## src/rtl/nes_controller_reader.sv

```systemverilog
// NES gamepad poller: periodically latches the pad, shifts out its 8 button bits and
// publishes the pressed flags plus a priority-encoded 4-bit code for Grid_Controller.
module nes_controller_reader #(
    parameter int HALF_BIT_CYCLES = 300,
    parameter int POLL_CYCLES     = 833333
) (
    input  logic       clk,
    input  logic       reset,
    input  logic       nes_data,
    output logic       nes_latch,
    output logic       nes_pulse,
    output logic [7:0] buttons,
    output logic [3:0] controller_out,
    output logic       frame_valid,
    output logic [2:0] fsm_state
);

    localparam int POLL_W = (POLL_CYCLES > 1) ? $clog2(POLL_CYCLES) : 1;
    localparam int PH_W   = $clog2(2 * HALF_BIT_CYCLES);

    localparam logic [POLL_W-1:0] POLL_LAST  = POLL_W'(POLL_CYCLES - 1);
    localparam logic [PH_W-1:0]   LATCH_LAST = PH_W'(2 * HALF_BIT_CYCLES - 1);
    localparam logic [PH_W-1:0]   HALF_LAST  = PH_W'(HALF_BIT_CYCLES - 1);

    typedef enum logic [2:0] {
        S_IDLE   = 3'd0,
        S_LATCH  = 3'd1,
        S_GAP    = 3'd2,
        S_P_HIGH = 3'd3,
        S_P_LOW  = 3'd4,
        S_DONE   = 3'd5
    } state_t;

    state_t            state;
    logic [POLL_W-1:0] poll_count;
    logic              poll_tick;
    logic [PH_W-1:0]   phase;
    logic [2:0]        bit_idx;
    logic [7:0]        shift_reg;
    logic [7:0]        frame_bits;

    assign fsm_state = state;
    assign poll_tick = (poll_count == POLL_LAST);

    // Lowest set index wins; the loop runs high-to-low so the last hit is the lowest.
    function automatic logic [3:0] encode(input logic [7:0] b);
        logic [3:0] code;
        code = 4'd0;
        for (int i = 7; i >= 0; i--) begin
            if (b[i]) begin
                code = 4'(i + 1);
            end
        end
        return code;
    endfunction

    // Shift register with the bit currently on the wire merged in (data is active-low).
    always_comb begin
        frame_bits          = shift_reg;
        frame_bits[bit_idx] = ~nes_data;
    end

    always_ff @(posedge clk) begin
        if (reset) begin
            poll_count <= '0;
        end else if (poll_tick) begin
            poll_count <= '0;
        end else begin
            poll_count <= poll_count + 1'b1;
        end
    end

    always_ff @(posedge clk) begin
        if (reset) begin
            state          <= S_IDLE;
            phase          <= '0;
            bit_idx        <= 3'd0;
            shift_reg      <= 8'd0;
            nes_latch      <= 1'b0;
            nes_pulse      <= 1'b0;
            buttons        <= 8'd0;
            controller_out <= 4'd0;
            frame_valid    <= 1'b0;
        end else begin
            frame_valid <= 1'b0;
            case (state)
                S_IDLE: begin
                    phase   <= '0;
                    bit_idx <= 3'd0;
                    if (poll_tick) begin
                        state     <= S_LATCH;
                        nes_latch <= 1'b1;
                    end
                end
                S_LATCH: begin
                    if (phase == LATCH_LAST) begin
                        phase     <= '0;
                        nes_latch <= 1'b0;
                        state     <= S_GAP;
                    end else begin
                        phase <= phase + 1'b1;
                    end
                end
                S_GAP: begin
                    if (phase == HALF_LAST) begin
                        phase     <= '0;
                        shift_reg <= frame_bits;
                        bit_idx   <= 3'd1;
                        nes_pulse <= 1'b1;
                        state     <= S_P_HIGH;
                    end else begin
                        phase <= phase + 1'b1;
                    end
                end
                S_P_HIGH: begin
                    if (phase == HALF_LAST) begin
                        phase     <= '0;
                        nes_pulse <= 1'b0;
                        state     <= S_P_LOW;
                    end else begin
                        phase <= phase + 1'b1;
                    end
                end
                S_P_LOW: begin
                    if (phase == HALF_LAST) begin
                        phase     <= '0;
                        shift_reg <= frame_bits;
                        if (bit_idx == 3'd7) begin
                            // Publish on entry so the new values are visible during DONE.
                            buttons        <= frame_bits;
                            controller_out <= encode(frame_bits);
                            frame_valid    <= 1'b1;
                            state          <= S_DONE;
                        end else begin
                            bit_idx   <= bit_idx + 3'd1;
                            nes_pulse <= 1'b1;
                            state     <= S_P_HIGH;
                        end
                    end else begin
                        phase <= phase + 1'b1;
                    end
                end
                S_DONE: begin
                    bit_idx <= 3'd0;
                    state   <= S_IDLE;
                end
                default: begin
                    state     <= S_IDLE;
                    nes_latch <= 1'b0;
                    nes_pulse <= 1'b0;
                end
            endcase
        end
    end

endmodule

```

## config.mk

```make
export PLATFORM = sky130hd
export DESIGN_NAME = nes_controller_reader
export DESIGN_NICKNAME = d
export VERILOG_FILES = /design/src/rtl/nes_controller_reader.sv
export SDC_FILE = /design/constraint.sdc
export NUM_CORES = 1
export LEC_CHECK = 0
export CAP_MARGIN = 40
export CORE_MARGIN = 5
export CORE_UTILIZATION = 54
export CTS_BUF_LIST = sky130_fd_sc_hd__clkbuf_2
export DETAILED_ROUTE_END_ITERATION = 10
export GPL_TIMING_DRIVEN = 0
export HOLD_SLACK_MARGIN = 0.03
export PLACE_DENSITY_LB_ADDON = 0.25
export REMOVE_ABC_BUFFERS = 1
export SLEW_MARGIN = 20
export SYNTH_ARGS = -nofsm -noshare
export SYNTH_HDL_FRONTEND = slang
export SYNTH_SLANG_ARGS = --single-unit
```

## constraint.sdc

```tcl
create_clock -name clk -period 3.35 [get_ports clk]
set_input_delay 0.8375 -clock clk [delete_from_list [all_inputs] [get_ports clk]]
set_output_delay 0.8375 -clock clk [all_outputs]
set_load 0.05 [all_outputs]
```

Word level (Yosys, flattened, before mapping)
Cells that the tools add are included.
Widths: inputs -> output; s select.
{"block": "totals", "output_inout_bits": 18, "in_bits": 3, "wordCells": 86, "regBits": 59}
{"block": "classes", "muxes": 34, "bitwise_logic": 5, "reduce_logical": 17, "magnitude_cmp": 2, "n_addsub": 3, "eq_ne": 15}
{"operator": "$mux 4", "n": 8}
{"operator": "$pmux 10 s3", "n": 1}
{"operator": "$mux 3", "n": 9}
{"operator": "$add 20x1->20 const B", "n": 1}
{"operator": "$eq 20x20->1 const B", "n": 1}
{"operator": "$mux 10", "n": 2}
{"operator": "$pmux 3 s5", "n": 1}
{"operator": "$ne 2x2->1 const B", "n": 6}
{"operator": "$add 10x1->10 const B", "n": 1}
{"operator": "$eq 10x10->1 const B", "n": 1}
{"operator": "$eq 10x9->1 const B", "n": 1}
{"operator": "$reduce_and 5->1", "n": 2}
{"operator": "$eq 3x3->1 const B", "n": 3}
{"operator": "$pmux 3 s3", "n": 1}
{"operator": "$reduce_or 3->1", "n": 3}
{"operator": "$bwmux 8", "n": 1}
{"operator": "$mux 1", "n": 8}
{"operator": "$eq 3x2->1 const B", "n": 2}
{"operator": "$reduce_and 3->1", "n": 2}
{"operator": "$reduce_bool 3->1", "n": 2}
{"operator": "$reduce_or 2->1", "n": 3}
{"operator": "$not 1->1", "n": 5}
{"operator": "$lt 3x4->1 const B", "n": 1}
{"operator": "$pmux 1 s4", "n": 1}
{"operator": "other kinds (10)", "n": 10}

Longest topological paths before layout
Gate-level depths: netlist of run 1.
{"block": "logic_depth", "word_depth": 13, "depth_mapped": 8, "depth_no_buf": 7}

Worst setup path after synthesis of run 1
No wires, ideal clock.
{"block": "synth_path", "kind": "register -> register", "from": "register state[0] (netlist: fsm_state[0])", "to": "register phase[6]", "period_less_slack_ns": 2.100, "slack_ns": 1.250, "required_time_ns": 3.292, "arrival_time_ns": 2.042, "n_path_buf": 2, "path_stages_with_launch": 8, "setup_time_ns": 0.058, "path_cell_list": "dfxtp_1 buf_4 or3b_4 a31oi_4 a21oi_4 buf_6 o311ai_1 o21a_1"}
{"block": "synth_between", "elab_chain_len": 3, "word_cells_on_any_way": 8, "classes_between": "eq/ne: 4; mux: 1; reduce/logical: 3"}
{"item": "from (decl)", "line": "34", "text": "state_t state;"}
{"item": "from (signal assigned)", "line": "75", "text": "state <= S_IDLE;"}
{"item": "from (signal assigned)", "line": "91", "text": "state <= S_LATCH;"}
{"item": "from (signal assigned)", "line": "99", "text": "state <= S_GAP;"}
{"item": "$eq 3x3->1 or $eq 3x2->1 (tied branches)", "line": "86", "text": "case (state)"}
{"item": "$reduce_or 3->1 (no line)"}
{"item": "$pmux 10 s3 or $reduce_bool 3->1 (tied branches)"}
{"item": "to (signal assigned)", "line": "101", "text": "phase <= phase + 1'b1;"}
{"item": "to (signal assigned)", "line": "112", "text": "phase <= phase + 1'b1;"}
{"item": "to (signal assigned)", "line": "121", "text": "phase <= phase + 1'b1;"}
{"item": "to (decl)", "line": "37", "text": "logic [PH_W-1:0] phase;"}
Several ways; a longest one is shown, not always the timed one.
A chain may end at the register's enable or synchronous reset.

Final worst setup path of run 1
{"block": "layout_path", "from": "register state[0] (netlist: fsm_state[0])", "to": "output fsm_state[0]"}
{"item": "to (decl)", "line": "15", "text": "output logic [2:0] fsm_state"}
No word-level cell between the ends.

==> results of run 1 <==
placed cells by master, fill, tap and decap left out, types with 6 or more instances in the layout:
master	instances
dfxtp_1	59
nand2_1	47
nor2_1	46
a21oi_1	25
clkdlybuf4s50_1	19
nand3_1	17
xor2_1	12
clkbuf_2	12
inv_1	10
and3_1	9
nor3b_1	8
xnor2_1	8
nor3_1	7
o21a_1	6
nand4_1	6
nand3b_1	6
ha_1	6
power by group:
group | internal, W | leakage, nW | total (W) | switching [W]
logic | 0.0000145 | 0.643 | 0.0000369 | 0.0000225
clock network | 0.000100 | 0.0608 | 0.000350 | 0.000250
registers | 0.000708 | 0.476 | 0.000716 | 0.00000795
total | 0.000823 | 1.18 | 0.00110 | 0.000280
metrics by stage:
stage / instances / worst slack, ns / instance area, um2
2_1_floorplan: 362 / 1.07 / 3060
3_3_place_gp: 457 / 0.0813 / 3360
3_5_place_dp: 458 / 0.847 / 3380
4_1_cts: 474 / 0.307 / 3460
5_1_grt: 474 / 0.197 / 3460
6_report: 474 / 0.348 / 3460
logic make-up (layout without fill, tap and decap cells):
group	after synthesis	count (layout)	synth area share
AND/OR/NAND/NOR	186	186	0.313
multiplexers	8	8	0.0265
flip-flops	59	59	0.373
buffers and inverters	32	48	0.0462
adder cells (fa/ha/maj)	6	6	0.0237
AO/OA/AOI/OAI	72	72	0.163
XOR/XNOR	20	20	0.0553
worst min path at each step:
stage	start	end	slack, ns	cells past startpoint
floorplan	shift_reg[0]$_SDFFE_PP0P_	shift_reg[0]$_SDFFE_PP0P_	0.43	2
global placement	controller_out[2]$_SDFFE_PP0P_	controller_out[2]$_SDFFE_PP0P_	0.44	2
detailed placement	buttons[0]$_SDFFE_PP0P_	buttons[0]$_SDFFE_PP0P_	0.45	2
CTS	buttons[0]$_SDFFE_PP0P_	buttons[0]$_SDFFE_PP0P_	0.47	2
global route	buttons[3]$_SDFFE_PP0P_	buttons[3]$_SDFFE_PP0P_	0.49	2
finish	buttons[0]$_SDFFE_PP0P_	buttons[0]$_SDFFE_PP0P_	0.46	2
cell type report:
type | count | area (um2) | area share
clock inverters | 4 | 17.5 | 0.00507
inverters | 11 | 41.3 | 0.0119
multi-input cells | 292 | 1840 | 0.533
repair buffers | 21 | 223 | 0.0644
flip-flops and latches | 59 | 1180 | 0.342
clock buffers | 12 | 60.1 | 0.0174
well taps | 75 | 93.8 | 0.0271
routing by layer:
| metal | routed length [um] | global-route usage | share of wire | vias up |
|---|---|---|---|---|
| met4 | 146 | 0.0935 | 0.022 | 0 |
| met2 | 2960 | 0.307 | 0.45 | 56 |
| met3 | 229 | 0.0371 | 0.035 | 16 |
| met1 | 3240 | 0.247 | 0.49 | 1312 |
| li1 | - | - | - | 1391 |
| met5 | 0 | 0 | 0 | - |
==> flow_metrics.py, run 1 <==
metrics = {
    "cts": {
        "cts_num_sinks": 59,
        "clkSlewWorstSetupHoldPaths_ns": 0.16,
        "cts_buffer_depth": 2,
        "insertion_delay_ns": 0.46,
        "cts_tree": "yes",
        "cts_resized": 0,
        "htreeDepth": 3,
        "clockRootBuffer": "clkbuf_2",
        "cts_buffers": 9,
        "postCtsHoldBufs": 0,
        "cts_setup_buffers": 0,
    },
    "power": {
        "power_leakage_nw": 1.18,
        "pwr_density_cell_nw_per_um2": 319,
        "peakVddDrop_mv": 0.186,
        "total_power_w": 0.00110,
    },
    "routing": {
        "postRouteAntennaNets": 0,
        "wl_per_cell_um": 13.9,
        "viasPerCell": 5.85,
        "dr.first_iter.drc_count": 184,
        "remaining_drc_errors": 0,
        "dr.pass1.iters": 4,
        "num_vias": 2775,
        "wl_um": 6570,
    },
    "cells_and_area": {
        "layout.nets": 403,
        "fin_util": 0.595,
        "largest_reg_flops": 20,
        "n_fill_cell": 586,
        "syn2layout_area_growth_pct": 9.12,
        "drive_gt1_frac": 0.0827,
        "regMostFlops": "poll_count",
        "top_regs": "poll_count: 20 flops, phase: 10 flops",
        "antennaDiodeCount": 0,
    },
    "synthesis": {
        "synth_top_flop_cell": "dfxtp_1",
        "yosysUniqueCellTypes": 67,
        "synth_seq_cells": 59,
        "syn_inst": 383,
        "yosysTopAreaCell": "dfxtp_1",
        "synth_enable_flop_cells": 0,
        "synth_common_cells": "dfxtp_1 (59), nand2_1 (47), nor2_1 (46), a21oi_1 (25), nand3_1 (17)",
        "synth_most_common_cell": "dfxtp_1",
        "ys_warn_count": 0,
        "ys_top_cells_by_area": "dfxtp_1 (37%), nand2_1 (5.6%), nor2_1 (5.4%)",
        "async_flop_share": 0,
        "synth_area_per_cell_um2": 8.27,
        "syn_area_um2": 3170,
        "seq_area_frac_synth": 0.373,
        "yosysTopAreaCellShare": 0.373,
    },
    "placed_design": {
        "hpwl_um": 4570,
        "io_buffers": 20,
        "gp_congestion": 0.860,
    },
    "timing": {
        "finalWorstPathRequiredPeriod_ns": 3.00,
        "worst_pin_slew_ns": 0.669,
        "timing.hold.ws_ns": 0.464,
        "setup_viol": 0,
        "hold_violations": 0,
        "finalCritPeriodShare": 0.896,
        "tns_ns": 0,
        "fmax_mhz": 333,
        "rsz0062_at_grt": "false",
        "relSlewSlack": 0.553,
        "skew_ns": 0.0143,
        "final_max_slew_viol_count": 0,
    },
    "die": {
        "die_y_um": 86.6,
        "die_w_um": 86.6,
        "dieArea_um2": 7500,
        "start_util": 0.545,
        "ios": 21,
        "std_cell_rows": 28,
        "core-area_um2": 5820,
    },
    "setup_path": {
        "crit_path_max_fanout": 18,
        "criticalPathCategory": "reg -> out",
        "cp_data_required_time_ns": 2.51,
        "crit_family": "buffers and inverters",
        "critPathBufInv": 1,
        "path_cells": "clkdlybuf4s50_1",
        "crit_path_end_kind": "primary output",
        "start_kind": "register",
        "r2r_cells": 5,
        "arrival_ns": 2.16,
        "crit_start": "fsm_state[0]$_SDFFE_PP0P_",
        "r2r_slack_ns": 0.97,
        "reg2reg_from": "phase[5]$_SDFFE_PP0P_",
        "crit_path_end": "fsm_state[0]",
        "cpMaxStageDelayCell": "clkdlybuf4s50_1",
        "worst-path-stages": 1,
        "slowest_delay_ns": 0.93,
        "r2r_end": "controller_out[3]$_SDFFE_PP0P_",
    },
    "outcome": {
        "status": "finished clean",
    },
    "grt": {
        "grt_pass1_vias": 2609,
        "grt_remaining_overflow": 0,
        "grt_max_degree": 33,
        "grt_usage": 0.192,
        "grt_pass1_wl_um": 11600,
        "antenna_found_initial": 0,
    },
    "flow_run": {
        "drv_cap": 0,
    },
    "worst_hold_path": {
        "hold_class": "reg -> reg",
    },
}
Note: power is estimated with default switching activity, not from simulation.
==> inputs of run 2 (changes only) <==
--- a/config.mk
+++ b/config.mk
@@ -12,6 +12,7 @@
 export DETAILED_ROUTE_END_ITERATION = 10
 export GPL_TIMING_DRIVEN = 0
 export HOLD_SLACK_MARGIN = 0.03
+export MAX_ROUTING_LAYER = met4
 export PLACE_DENSITY_LB_ADDON = 0.25
 export REMOVE_ABC_BUFFERS = 1
 export SLEW_MARGIN = 20
==> run 2 against run 1 <==
Effect of this change: utilization unchanged; first-iteration DRC count down 4.3%; clock-buffer cell count is the same; setup slack worse by 0.016 ns; highest routed layer unchanged; via count fell by 0.22%.
==> flow_metrics.py, run 2 (synthesis results as in run 1) <==
metrics = {
    "outcome": {
        "status": "finished clean",
    },
    "routing": {
        "wl_um": 6620,
        "remaining_drc_errors": 0,
        "wl_per_cell_um": 14.0,
        "dr.first_iter.drc_count": 176,
        "dr.pass1.iters": 4,
        "viasPerCell": 5.84,
        "postRouteAntennaNets": 0,
        "num_vias": 2769,
    },
    "setup_path": {
        "r2r_cells": 5,
        "slowest_delay_ns": 0.93,
        "crit_path_max_fanout": 18,
        "critPathBufInv": 1,
        "crit_family": "buffers and inverters",
        "reg2reg_from": "phase[5]$_SDFFE_PP0P_",
        "r2r_slack_ns": 0.97,
        "path_cells": "clkdlybuf4s50_1",
        "criticalPathCategory": "reg -> out",
        "cp_data_required_time_ns": 2.51,
        "cpMaxStageDelayCell": "clkdlybuf4s50_1",
        "start_kind": "register",
        "crit_path_end_kind": "primary output",
        "r2r_end": "controller_out[3]$_SDFFE_PP0P_",
        "arrival_ns": 2.18,
    },
    "cts": {
        "htreeDepth": 3,
        "clkSlewWorstSetupHoldPaths_ns": 0.16,
        "clockRootBuffer": "clkbuf_2",
        "cts_num_sinks": 59,
        "cts_tree": "yes",
        "insertion_delay_ns": 0.48,
        "cts_buffers": 9,
        "cts_setup_buffers": 0,
        "postCtsHoldBufs": 0,
        "cts_buffer_depth": 2,
        "cts_resized": 0,
    },
    "timing": {
        "finalWorstPathRequiredPeriod_ns": 3.02,
        "tns_ns": 0,
        "rsz0062_at_grt": "false",
        "setup_viol": 0,
        "final_max_slew_viol_count": 0,
        "fmax_mhz": 331,
        "skew_ns": 0.0139,
        "worst_pin_slew_ns": 0.671,
        "relSlewSlack": 0.552,
        "fin_ws_ns": 0.333,
        "finalCritPeriodShare": 0.901,
        "hold_violations": 0,
    },
    "grt": {
        "grt_usage": 0.198,
        "grt_pass1_wl_um": 11600,
        "grt_max_degree": 33,
        "grt_remaining_overflow": 0,
        "antenna_found_initial": 0,
        "grt_pass1_vias": 2612,
    },
    "cells_and_area": {
        "final_common_cell": "dfxtp_1",
        "syn2layout_area_growth_pct": 9.12,
        "instances_no_fill": 474,
        "layout.nets": 403,
        "top_regs": "poll_count: 20 flops, phase: 10 flops",
        "antennaDiodeCount": 0,
        "layout.cells.most_common_list": "dfxtp_1 (59), nand2_1 (47), nor2_1 (46), a21oi_1 (25), clkdlybuf4s50_1 (19)",
        "largest_reg_flops": 20,
        "regMostFlops": "poll_count",
        "drive_gt1_frac": 0.0827,
    },
    "die": {
        "die_y_um": 86.6,
        "die_w_um": 86.6,
        "ios": 21,
        "std_cell_rows": 28,
        "dieArea_um2": 7500,
        "start_util": 0.545,
        "core-area_um2": 5820,
    },
    "placed_design": {
        "place_ws_ns": 0.847,
        "dp_cells": 458,
        "hpwl_um": 4570,
        "io_buffers": 20,
        "gp_congestion": 0.874,
    },
    "flow_run": {
        "drv_cap": 0,
    },
    "power": {
        "peakVddDrop_mv": 0.186,
        "pwr_density_cell_nw_per_um2": 320,
        "power_leakage_nw": 1.18,
    },
    "worst_hold_path": {
        "whs_path_depth": 2,
        "worstHoldStart": "buttons[0]$_SDFFE_PP0P_",
        "hold_class": "reg -> reg",
        "hold_path_end": "buttons[0]$_SDFFE_PP0P_",
    },
}
-- run 2: cell counts in the layout (fill, tap and decap cells not counted) --
No cell type changed its count.
-- run 2: worst max-delay path by stage --
| stage | startpoint | to | slack [ns] | cells past startpoint |
|---|---|---|---|---|
| global placement | reset | phase[4]$_SDFFE_PP0P_ | 0.08 | 4 |
| global route | fsm_state[0]$_SDFFE_PP0P_ | fsm_state[0] | 0.20 | 1 |
| detailed placement | nes_data | controller_out[2]$_SDFFE_PP0P_ | 0.85 | 6 |
| finish | fsm_state[0]$_SDFFE_PP0P_ | fsm_state[0] | 0.33 | 1 |
| CTS | fsm_state[0]$_SDFFE_PP0P_ | fsm_state[0] | 0.31 | 1 |
| floorplan | fsm_state[0]$_SDFFE_PP0P_ | phase[2]$_SDFFE_PP0P_ | 1.07 | 5 |
-- run 2: stage by stage --
step / total power (W) / hold slack [ns] / cell area [um2] / utilization
2_1_floorplan: 0.000746 / 0.428 / 3060 / -
3_3_place_gp: 0.000763 / 0.441 / 3360 / 0.577
3_5_place_dp: 0.000767 / 0.446 / 3380 / 0.581
4_1_cts: 0.00111 / 0.466 / 3460 / 0.595
6_report: 0.00111 / 0.464 / 3460 / 0.595
5_1_grt: 0.00115 / 0.491 / 3460 / 0.595
-- run 2: routing by layer --
layer  wire length [um]  global-route usage  part of all wire  vias up
met2               3030               0.307              0.46       58
met5                  0                   -                 0        -
met1               3180               0.247              0.48     1302
li1                   -                   -                 -     1391
met4                142              0.0935             0.021        0
met3                264              0.0371             0.040       18
-- run 2: area by class of cell --
type	instances	area, um2
fillers	586	2360
multi-input cells	292	1840
flip-flops and latches	59	1180
repair buffers	21	223
well taps	75	93.8
clock buffers	12	60.1
inverters	11	41.3
clock inverters	4	17.5
-- run 2: where the power goes --
group	switching [W]	leakage [nW]	internal [W]
Sequential	0.00000795	0.476	0.000708
Clock	0.000253	0.0608	0.000100
Combinational	0.0000225	0.643	0.0000144
Total	0.000284	1.18	0.000822
